`src/rtl/im_expansion.sv`:
```
// rtl/im_expansion.sv - nearest-neighbour frame expander: each source pixel becomes a pAREA_WIDTH x pAREA_HEIGHT block
module im_expansion #(
    parameter int pIN_IM_WIDTH  = 160,
    parameter int pIN_IM_HEIGHT = 120,
    parameter int pAREA_WIDTH   = 4,
    parameter int pAREA_HEIGHT  = 4,
    parameter int pDATA_W       = 24,
    parameter int pRD_LAT       = 1,
    localparam int AW_IN  = $clog2(pIN_IM_WIDTH * pIN_IM_HEIGHT),
    localparam int AW_OUT = $clog2(pIN_IM_WIDTH * pAREA_WIDTH * pIN_IM_HEIGHT * pAREA_HEIGHT)
) (
    input  logic                iclk,
    input  logic                irst_n,
    output logic [AW_IN-1:0]    oaddr_rd,
    output logic                omem_rd_en,
    input  logic [pDATA_W-1:0]  idata_rd,
    output logic [pDATA_W-1:0]  odata_wr,
    output logic [AW_OUT-1:0]   oaddr_wr,
    output logic                omem_wr_en,
    input  logic                iwr_ready,
    input  logic [AW_IN-1:0]    isrc_start_ptr,
    input  logic [AW_OUT-1:0]   idst_start_ptr,
    input  logic                istart_work,
    output logic                omodule_work_f,
    output logic                omodule_done_f
);

    localparam int OUT_W = pIN_IM_WIDTH * pAREA_WIDTH;
    localparam int SXW   = (pIN_IM_WIDTH  > 1) ? $clog2(pIN_IM_WIDTH)  : 1;
    localparam int SYW   = (pIN_IM_HEIGHT > 1) ? $clog2(pIN_IM_HEIGHT) : 1;
    localparam int CW    = (pAREA_WIDTH   > 1) ? $clog2(pAREA_WIDTH)   : 1;
    localparam int RW    = (pAREA_HEIGHT  > 1) ? $clog2(pAREA_HEIGHT)  : 1;
    localparam int WTW   = (pRD_LAT > 2) ? $clog2(pRD_LAT - 1) : 1;

    localparam logic [SXW-1:0] SX_LAST  = SXW'(pIN_IM_WIDTH - 1);
    localparam logic [SYW-1:0] SY_LAST  = SYW'(pIN_IM_HEIGHT - 1);
    localparam logic [CW-1:0]  C_LAST   = CW'(pAREA_WIDTH - 1);
    localparam logic [RW-1:0]  R_LAST   = RW'(pAREA_HEIGHT - 1);
    localparam logic [WTW-1:0] WAIT_LAST = WTW'((pRD_LAT > 1) ? pRD_LAT - 2 : 0);
    localparam logic           HAS_WAIT = (pRD_LAT > 1);

    // Address strides: next pixel in a block row, next block row, next block, next source row.
    localparam logic [AW_OUT-1:0] ONE_OUT   = AW_OUT'(1);
    localparam logic [AW_OUT-1:0] ROW_STEP  = AW_OUT'(OUT_W - pAREA_WIDTH + 1);
    localparam logic [AW_OUT-1:0] BLK_STEP  = AW_OUT'(pAREA_WIDTH);
    localparam logic [AW_OUT-1:0] LINE_STEP = AW_OUT'(pAREA_WIDTH + (pAREA_HEIGHT - 1) * OUT_W);
    localparam logic [AW_IN-1:0]  ONE_IN    = AW_IN'(1);

    typedef enum logic [2:0] {
        ST_IDLE,
        ST_READ,
        ST_WAIT,
        ST_LATCH,
        ST_WRITE,
        ST_DONE
    } state_t;

    state_t              state;
    state_t              state_nxt;
    logic [AW_IN-1:0]    rd_addr;
    logic [AW_OUT-1:0]   blk_base;
    logic [AW_OUT-1:0]   wr_addr;
    logic [pDATA_W-1:0]  pixel;
    logic [SXW-1:0]      sx;
    logic [SYW-1:0]      sy;
    logic [CW-1:0]       col;
    logic [RW-1:0]       row;
    logic [WTW-1:0]      wait_cnt;

    logic last_col;
    logic last_beat;
    logic last_x;
    logic last_y;

    assign last_col  = (col == C_LAST);
    assign last_beat = last_col && (row == R_LAST);
    assign last_x    = (sx == SX_LAST);
    assign last_y    = (sy == SY_LAST);

    always_ff @(posedge iclk or negedge irst_n) begin
        if (!irst_n) begin
            state <= ST_IDLE;
        end else begin
            state <= state_nxt;
        end
    end

    always_comb begin
        state_nxt = state;
        case (state)
            ST_IDLE:  if (istart_work) state_nxt = ST_READ;
            ST_READ:  state_nxt = HAS_WAIT ? ST_WAIT : ST_LATCH;
            ST_WAIT:  if (wait_cnt == WAIT_LAST) state_nxt = ST_LATCH;
            ST_LATCH: state_nxt = ST_WRITE;
            ST_WRITE: begin
                if (iwr_ready && last_beat) begin
                    state_nxt = (last_x && last_y) ? ST_DONE : ST_READ;
                end
            end
            ST_DONE:  state_nxt = ST_IDLE;
            default:  state_nxt = ST_IDLE;
        endcase
    end

    always_ff @(posedge iclk or negedge irst_n) begin
        if (!irst_n) begin
            rd_addr  <= '0;
            blk_base <= '0;
            wr_addr  <= '0;
            pixel    <= '0;
            sx       <= '0;
            sy       <= '0;
            col      <= '0;
            row      <= '0;
            wait_cnt <= '0;
        end else begin
            case (state)
                ST_IDLE: begin
                    if (istart_work) begin
                        rd_addr  <= isrc_start_ptr;
                        blk_base <= idst_start_ptr;
                        sx       <= '0;
                        sy       <= '0;
                    end
                end
                ST_READ: wait_cnt <= '0;
                ST_WAIT: wait_cnt <= wait_cnt + WTW'(1);
                ST_LATCH: begin
                    pixel   <= idata_rd;
                    wr_addr <= blk_base;
                    col     <= '0;
                    row     <= '0;
                end
                ST_WRITE: begin
                    if (iwr_ready) begin
                        if (last_col) begin
                            col     <= '0;
                            row     <= row + RW'(1);
                            wr_addr <= wr_addr + ROW_STEP;
                        end else begin
                            col     <= col + CW'(1);
                            wr_addr <= wr_addr + ONE_OUT;
                        end
                        // Block finished: step source pointer and block base to the next pixel.
                        if (last_beat) begin
                            rd_addr <= rd_addr + ONE_IN;
                            if (last_x) begin
                                sx       <= '0;
                                sy       <= sy + SYW'(1);
                                blk_base <= blk_base + LINE_STEP;
                            end else begin
                                sx       <= sx + SXW'(1);
                                blk_base <= blk_base + BLK_STEP;
                            end
                        end
                    end
                end
                default: ;
            endcase
        end
    end

    assign oaddr_rd       = rd_addr;
    assign omem_rd_en     = (state == ST_READ);
    assign odata_wr       = pixel;
    assign oaddr_wr       = wr_addr;
    assign omem_wr_en     = (state == ST_WRITE);
    assign omodule_work_f = (state == ST_READ) || (state == ST_WAIT) ||
                            (state == ST_LATCH) || (state == ST_WRITE);
    assign omodule_done_f = (state == ST_DONE);

endmodule

```
`config.mk`:
```
export PLATFORM = sky130hd
export DESIGN_NAME = im_expansion
export DESIGN_NICKNAME = d
export VERILOG_FILES = /design/src/rtl/im_expansion.sv
export SDC_FILE = /design/constraint.sdc
export NUM_CORES = 1
export LEC_CHECK = 0
export CORE_MARGIN = 3
export CORE_UTILIZATION = 45
export DETAILED_ROUTE_END_ITERATION = 10
export GPL_TIMING_DRIVEN = 0
export PLACE_DENSITY = 0.72
export SYNTH_ARGS = -nofsm -noshare
export SYNTH_HDL_FRONTEND = slang
export SYNTH_SLANG_ARGS = --single-unit
export TNS_END_PERCENT = 100
```
`constraint.sdc`:
```
create_clock -name iclk -period 3 [get_ports iclk]
set_input_delay 0.6 -clock iclk [delete_from_list [all_inputs] [get_ports iclk]]
set_output_delay 0.6 -clock iclk [all_outputs]
set_load 0.005 [all_outputs]
```
==> results.md, run 1 <==
- Peak VDD IR: 0.000526 V
- Pin slew with the least headroom to its limit: 691 ps
- WL/cell: 19.4 um
- Power Dens Cells: 940 nW/um^2
- Syn nets: 722
- Worst setup EP type: output port
- Fmax: 346 MHz
- Clock Latency Late Sink: 360 ps
- Synth Area in Compound Gates: 0.229
- CP cell instances: buf_2 -> or3b_1 -> buf_2 -> inv_6 -> buf_8 -> clkdlybuf4s50_1
- Synth Register Bits: 100
- Register Area: 2500 um^2
- Setup TNS: 0 ps
- DP Worst Slack: -341 ps
- Max FO, Critical Path: 16
- DRC errors left: 0
- Buffers added on ports: 123
- Slew Limit Fails: 0
- Post-synth top cells: dfrtp_1, nand2_1, a21oi_1
- Simple-Gate Fraction of Synth Area: 0.193
- Vias per cell: 6.09
- Top FF cell, synth: dfrtp_1
- Die height: 119 um
- Share of synthesized registers carrying an async set or reset: 1.00
- Largest net degree at the start of global routing: 70
- Share of post-route cells with drive strength above 1: 0.0926
- Io pins: 124
- Number of global-route vias before repair: 5,673
- Yosys cell types: 72
- Minimum clock period: 2890 ps
- Die W: 119 um
- Largest family of logic cells by synthesized area: compound AO/OA/AOI/OAI gates
- Non-filler cells, final: 956
- CTS max path bufs: 2
- Status: complete, no violations
- Skew final: 11.2 ps
- Initial antenna violation count: 0
- Unrepaired setup endpoints after global routing: false
- Crit-path most repeated cell: buf_2
- Mux contribution to synthesized area: 0.0576
- Routed via count: 5,824
- Routed wire length: 18,500 um
- CP Launch Type: register
- Cell family with most CP delay: buffers and inverters
- Initial DRC Count: 736
- Rel. slew slack: 0.538
- WP buf/inv: 5
- Area of the multi-input gates: 3050 um^2
- Final worst setup slack: 110 ps
- Syn Std Cell Area: 5780 um^2
- Nets@finish: 857
- Synth Area in XOR/XNOR: 0.0212
- GR Util All Layers: 0.258
- Most instantiated library cell after synthesis: dfrtp_1
- First-pass iteration count of the detailed router: 6
- Inserted Clock Buffers: 9
- Crit Path Class: register to output port
- P_leak: 3.07 nW
- CTS H-tree lvls: 3
- Final setup fails: 0
- Hold_buf cts: 0
- Dpl hpwl: 13,300 um
- Yosys top cell area share: 0.433
- Area grow syn2layout: 30.7%
- Worst path slowest cell: clkdlybuf4s50_1
- Hold Vio Cnt, Final: 0
- Req. time, crit path: 2400 ps
- # Max-Cap Violations: 0
- Final GP Congestion: 0.954
- Hold WC Path Type: primary input to asynchronous set/reset pin
- Syn Area/Cell: 8.91 um^2
- Post-route cell area: 7550 um^2
- Synth warnings: 0
- Core area: 12,300 um^2
- Worst path max stage delay: 520 ps
- Hold_ws: 188 ps
- Post-synthesis sequential area ratio: 0.433
- Final Cycle Share: 0.963
- Post-Syn Instances: 648
- Synth area leaders: dfrtp_1, a21oi_1, mux2_2
- Initial Util: 0.471
- Yosys top cell by area: dfrtp_1
- Fill count: 1,061
- Critical Path AT: 2290 ps
- Row count: 40
- Clk sinks: 100
- First-pass GRT wire length: 29,400 um
- Post-synth EDFFs: 0
- Post-DP Area: 7240 um^2
- Clk root buf: clkbuf_16
- CTS tree: built
- Synthesized-area fraction occupied by adder cells: 0.0260
- Ant diodes: 0
- Die area: 14,200 um^2
- Final ANT Viol Nets: 0
- Grt ovf: 0
- Clk slew on worst S/H paths: 70 ps
- Placed insts: 940
## placed cells by master (no fill, tap or decap), drive strengths merged, types with 6 or more instances in the layout
cell / Yosys / routed
nor2: 53 / 53
inv: 11 / 14
dfrtp: 100 / 100
nand2: 74 / 74
nand3: 32 / 32
nor3: 9 / 9
xnor2: 8 / 8
nand4: 8 / 8
a21oi: 70 / 70
a31oi: 8 / 8
and3: 20 / 20
buf: 19 / 20
a211oi: 7 / 7
mux2: 26 / 26
o211ai: 6 / 6
o22ai: 14 / 14
o21ai: 56 / 56
ha: 12 / 12
clkbuf: 25 / 37
xor2: 6 / 6
clkdlybuf4s50: 0 / 122
## kinds of logic (layout without fill, tap and decap cells)
kind of cell / after synthesis / after routing
XOR/XNOR: 14 / 14
flip-flops: 100 / 100
multiplexers: 30 / 30
AND/OR/NAND/NOR: 229 / 229
AO/OA/AOI/OAI: 208 / 208
buffers and inverters: 55 / 195
adder cells (fa/ha/maj): 12 / 12
## registers in the layout, indices dropped and copies added (netlist names)
| name | count |
|---|---|
| oaddr_wr | 19 |
| row | 2 |
| sy | 7 |
| sx | 8 |
| oaddr_rd | 15 |
| col | 2 |
| odata_wr | 24 |
| blk_base | 19 |
| wait_cnt | 1 |
| state | 3 |
## where the power goes
group | internal [mW] | switching [mW] | total [mW] | leakage [nW]
combinational | 1.74 | 1.69 | 3.43 | 1.74
clock | 0.597 | 0.545 | 1.14 | 0.137
sequential | 1.92 | 0.604 | 2.53 | 1.20
total | 4.26 | 2.84 | 7.10 | 3.07
## layout make-up
class / instances / area share
Multi-Input combinational cell: 493 / 0.403
Sequential cell: 100 / 0.331
Timing Repair Buffer: 125 / 0.167
Clock buffer: 11 / 0.0321
Tap cell: 168 / 0.0278
Buffer: 43 / 0.0262
Inverter: 11 / 0.00613
Clock inverter: 5 / 0.00563
## through the flow
stage | utilization | power, mW
3_3_place_gp | 0.589 | 5.75
5_1_grt | 0.616 | 7.57
2_1_floorplan | - | 4.25
6_report | 0.616 | 7.10
3_5_place_dp | 0.591 | 5.89
4_1_cts | 0.614 | 7.08
## path summary, 6_finish.rpt
| kind | slack (ps) | depth (start not counted) | from | end |
|---|---|---|---|---|
| setup / recovery | 110 | 6 | state[1] | omem_wr_en |
| hold / removal | 190 | 1 | irst_n | oaddr_wr[11] |
| setup reg to reg | 180 | 11 | sx[0] | blk_base[16] |
| hold reg to reg | 510 | 1 | sx[3] | sx[3] |
| max in group asynchronous | 2120 | 2 | irst_n | sy[3] |
| min in group iclk | 510 | 1 | sx[3] | sx[3] |
## worst register-to-register path, cell delays in order (launching register included)
cell	delay (ps)
dfrtp_1	410
ha_1	200
and3_1	260
and4_1	360
ha_1	320
o21a_1	210
o21a_1	200
o211ai_1	170
buf_4	160
o21ai_0	80
a21oi_1	160
o21ba_2	170
## metal layers
layer,up-vias,track usage,wire length (um)
met1,2811,0.331,7380
li1,2646,-,-
met3,42,0.0674,1810
met2,325,0.421,8790
met5,-,0,0
met4,0,0.0974,527
## repair_timing
action,in CTS,in global routing
resized for setup,3,4
pin swaps,0,1
setup buffers,0,1
cloned,0,0
setup endpoints to repair,1,21
No activity file was read; power rests on OpenSTA's default activity.
==> inputs of run 2 (changes only) <==
GPL_ROUTABILITY_DRIVEN = 0   (was default)
==> run 2 against run 1 <==
Against the previous run: design area down 0.35%; clock skew down 2.6 ps; setup slack worse by 20 ps; non-clock buffer count unchanged; first-iteration DRC count down 33%; maximum frequency down 0.70%; clock-buffer cell count down 2.
==> results.md, run 2 (synthesized netlist as in run 1, its figures left out) <==
- Status: complete, no violations
- R2R cell count: 11
- Core area: 12,300 um^2
- Final worst setup slack: 89.5 ps
- Peak VDD IR: 0.000609 V
- Skew final: 8.59 ps
- Max FO, Critical Path: 16
- Share of post-route cells with drive strength above 1: 0.0916
- DRC errors left: 0
- Commonest non-fill, non-tap cell in the layout: clkdlybuf4s50_1
- Hold Vio Cnt, Final: 0
- Row count: 40
- Crit-path most repeated cell: buf_2
- Critical path startpoint: state[1]
- Nets@finish: 857
- R2R Path End: blk_base[18]
- Critical Path AT: 2310 ps
- R2r startpoint: sx[0]
- # Max-Cap Violations: 0
- Pin slew with the least headroom to its limit: 741 ps
- Worst path slowest cell: clkdlybuf4s50_1
- Area grow syn2layout: 30.3%
- Fmax: 344 MHz
- Number of global-route vias before repair: 5,722
- First-pass iteration count of the detailed router: 5
- Clk sinks: 100
- DP Worst Slack: -360 ps
- Fill count: 1,095
- GR Util All Layers: 0.257
- Setup TNS: 0 ps
- Die height: 119 um
- Hold WC Path Type: primary input to asynchronous set/reset pin
- Initial antenna violation count: 0
- Unrepaired setup endpoints after global routing: false
- Die W: 119 um
- Clk root buf: clkbuf_16
- Hold_ws: 305 ps
- Io pins: 124
- Routed wire length: 18,400 um
- Vias per cell: 6.10
- CTS H-tree lvls: 3
- Initial DRC Count: 495
- Cell family with most CP delay: buffers and inverters
- Crit Path Class: register to output port
- Ant diodes: 0
- Die area: 14,200 um^2
- P_leak: 3.06 nW
- Req. time, crit path: 2400 ps
- Final setup fails: 0
- Rel. slew slack: 0.505
- WP buf/inv: 5
- Buffers added on ports: 123
- CP cell instances: buf_2 -> or3b_1 -> buf_2 -> inv_6 -> buf_6 -> clkdlybuf4s50_1
- Final Cycle Share: 0.970
- Inserted Clock Buffers: 9
- Total power: 7.04 mW
- CTS tree: built
- WL/cell: 19.2 um
- Critical path depth in cells: 6
- Final ANT Viol Nets: 0
- Max FFs per register: 24
- Worst setup EP type: output port
- CP Launch Type: register
- Dpl hpwl: 13,300 um
- Clk slew on worst S/H paths: 70 ps
- Reg2reg setup slack: 180 ps
- Routed via count: 5,824
- Largest net degree at the start of global routing: 53
- Worst path max stage delay: 520 ps
- Clock Latency Late Sink: 360 ps
- Initial Util: 0.471
- Grt ovf: 0
- Commonest cells after routing, fill and taps aside: clkdlybuf4s50_1, dfrtp_1, nand2_1
- Non-filler cells, final: 954
- Power Dens Cells: 936 nW/um^2
- Hold_buf cts: 0
- CTS max path bufs: 2
- Placed insts: 940
- Slew Limit Fails: 0
- Minimum clock period: 2910 ps
- First-pass GRT wire length: 29,300 um
-- run 2: timing repair --
| action | CTS | global route |
|---|---|---|
| buffers inserted | 0 | 1 |
| setup endpoints to repair | 1 | 13 |
| pin swaps | 0 | 1 |
| gates cloned | 0 | 0 |
| resized for setup | 3 | 2 |
-- run 2: worst max-delay path by stage --
stage / end / slack (ps)
CTS: sx[6] / 3
finish: omem_wr_en / 90
global placement: odata_wr[21] / -2630
global route: omem_wr_en / 20
detailed placement: sx[6] / -360
floorplan: blk_base[16] / 480
-- run 2: report_power, final --
group          total (mW)  internal (mW)  leakage, nW  switching [mW]
sequential           2.53           1.92         1.20           0.605
clock                1.10          0.558        0.120           0.541
combinational        3.42           1.73         1.73            1.69
-- run 2: area by class of cell --
class | count | area, um^2 | share of cell area
Tap cell | 168 | 210 | 0.0279
Clock buffer | 9 | 225 | 0.0299
Multi-Input combinational cell | 493 | 3050 | 0.405
Buffer | 43 | 191 | 0.0254
Sequential cell | 100 | 2500 | 0.333
Inverter | 11 | 46.3 | 0.00615
Clock inverter | 5 | 40.0 | 0.00532
Timing Repair Buffer | 125 | 1260 | 0.168
-- run 2: layer usage --
metal  GRT usage  up-vias  routed length, um
li1            -     2641                  -
met1       0.321     2810               7360
met2       0.422      333               8590
met3      0.0722       40               1980
met4      0.0974        0                427
met5           0        -                  0
-- run 2: per-stage QoR --
| step | util | instance area [um^2] |
|---|---|---|
| floorplan | - | 5780 |
| global placement | 0.589 | 7220 |
| detailed placement | 0.591 | 7240 |
| CTS | 0.613 | 7510 |
| global route | 0.614 | 7520 |
| finish | 0.614 | 7520 |
==> inputs of run 3 (changes only) <==
CORE_MARGIN = default   (was 3)
CORE_UTILIZATION = 52   (was 45)
PLACE_DENSITY = 0.81   (was 0.72)
==> run 3 against run 2 <==
Against the previous run: maximum frequency rose by 0.27%; via count is 0.58% higher; highest routed layer unchanged; register-to-register slack barely moved; die area shrank 19%; combinational power shrank 1%; flip-flop and latch count is the same; setup slack improved by 7.9 ps; non-clock buffer count unchanged; largest power group unchanged; routed wire length is 6.3% lower; design area down 1.3%; critical path type unchanged.
==> results.md, run 3 (synthesized netlist as in run 1, its figures left out) <==
- Status: complete, no violations
- Row count: 38
- Share of post-route cells with drive strength above 1: 0.0939
- Clk pwr share: 0.127
- DP Worst Slack: -281 ps
- Initial DRC Count: 514
- Routed wl met3: 1620 um
- Commonest non-fill, non-tap cell in the layout: clkdlybuf4s50_1
- Final setup fails: 0
- Vias per cell: 6.31
- Grt ovf: 0
- Comb pwr share: 0.500
- Final ANT Viol Nets: 0
- Number of global-route vias before repair: 5,656
- WL met2: 8420 um
- Ant diodes: 0
- Power Dens Cells: 909 nW/um^2
- Int Pwr: 3.98 mW
- Initial antenna violation count: 0
- Clock Latency Late Sink: 380 ps
- Top layer in use: met4
- Non-filler cells, final: 928
- Largest net degree at the start of global routing: 60
- Die height: 107 um
- Rel. slew slack: 0.523
- CTS H-tree lvls: 3
- Clk sinks: 100
- Critical Path AT: 2300 ps
- CP cell instances: buf_2 -> or3b_1 -> buf_2 -> inv_8 -> buf_8 -> clkdlybuf4s50_1
- Fmax: 345 MHz
- Die area: 11,500 um^2
- Worst path slowest cell: clkdlybuf4s50_1
- Worst setup EP type: output port
- Dpl hpwl: 12,500 um
- Die W: 107 um
- Clk slew on worst S/H paths: 110 ps
- Hold Vio Cnt, Final: 0
- Minimum clock period: 2900 ps
- Hold WC Path Type: primary input to asynchronous set/reset pin
- Core area: 10,800 um^2
- Initial Util: 0.533
- Final Cycle Share: 0.968
- Fin util: 0.685
- Worst path max stage delay: 510 ps
- # Max-Cap Violations: 0
- Switch Pwr: 2.77 mW
- Hold_buf cts: 0
- Skew final: 14.1 ps
- Clk root buf: clkbuf_8
- CTS tree: built
- Peak VDD IR: 0.000584 V
- First-pass GRT wire length: 27,700 um
- Flop pwr share: 0.373
- Unrepaired setup endpoints after global routing: false
- P_leak: 3.04 nW
- Pin slew with the least headroom to its limit: 714 ps
- WL met1: 6740 um
- Io pins: 124
- Crit Path Class: register to output port
- CTS max path bufs: 2
- Routed via count: 5,858
- Slew Limit Fails: 0
- Inserted Clock Buffers: 9
- Max FFs per register: 24
- CP Launch Type: register
- Max FO, Critical Path: 16
- Req. time, crit path: 2400 ps
- First-pass iteration count of the detailed router: 6
- Buffers added on ports: 123
- Sw frac: 0.411
- Final worst setup slack: 97.4 ps
- Commonest cells after routing, fill and taps aside: clkdlybuf4s50_1, dfrtp_1, nand2_1
- GR Util All Layers: 0.310
- Area grow syn2layout: 28.5%
- Crit-path most repeated cell: buf_2
- Routed wire length: 17,200 um
- DRC errors left: 0
- Nets@finish: 857
- WL/cell: 18.5 um
- Placed insts: 912
-- run 3: cell count changes in the layout (fill, tap and decap cells not counted) --
cell / before / now
buf_2: 12 / 11
buf_6: 2 / 1
buf_8: 0 / 1
clkbuf_16: 9 / 0
clkbuf_4: 0 / 1
clkbuf_8: 0 / 9
clkinv_2: 0 / 1
clkinv_8: 0 / 1
clkinvlp_4: 3 / 0
inv_6: 2 / 3
inv_8: 0 / 2
-- run 3: area by class of cell --
class                      instances  area (um^2)
buffer                            43          198
clock buffer                       9          124
clock inverter                     7         67.6
fill                             864         3420
inverter                          11         48.8
multi-input combinational        493         3050
sequential                       100         2500
tap                              140          175
timing repair buffer             125         1260
-- run 3: critical path, delay by kind of cell, from the launching register on --
family / cells / cell delay [ps]
and+or+nand+nor: 1 / 370
buffers and inverters: 5 / 1180
DFF: 1 / 380
-- run 3: metrics by stage --
| step | area, um^2 | total power [mW] | hold WS, ps | setup TNS [ps] |
|---|---|---|---|---|
| finish | 7420 | 6.75 | 213 | 0 |
| detailed placement | 7210 | 5.83 | 478 | -5150 |
| floorplan | 5780 | 4.25 | 304 | 0 |
| global route | 7420 | 7.18 | 249 | 0 |
| global placement | 7180 | 5.70 | 480 | -252160 |
| CTS | 7400 | 6.70 | 220 | 0 |
-- run 3: worst paths after layout --
| path | cells past startpoint | start | endpoint | slack (ps) |
|---|---|---|---|---|
| min in group iclk | 1 | sx[3] | sx[3] | 490 |
| max | 6 | state[1] | omem_wr_en | 100 |
| max reg2reg | 11 | sx[0] | blk_base[16] | 190 |
| min reg2reg | 1 | sx[3] | sx[3] | 490 |
| max in group asynchronous | 2 | irst_n | sx[1] | 2110 |
| min | 1 | irst_n | oaddr_wr[1] | 210 |
-- run 3: per-layer routing --
metal	track usage	vias to the layer above
met4	0.136	0
met3	0.0660	47
li1	-	2634
met1	0.377	2821
met2	0.527	356
met5	0	-
-- run 3: power groups by stage --
stage               Clock (mW)  Combinational (mW)  Sequential [mW]
finish                   0.857                3.38             2.52
global route             0.912                3.69             2.58
CTS                      0.868                3.34             2.49
detailed placement           0                3.32             2.51
global placement             0                3.23             2.47
floorplan                    0                1.84             2.40
-- run 3: timing repair --
item	CTS	global route
endpoints found under the setup margin	1	12
setup buffers	0	1
pin swaps	0	1
gates resized for setup	3	5
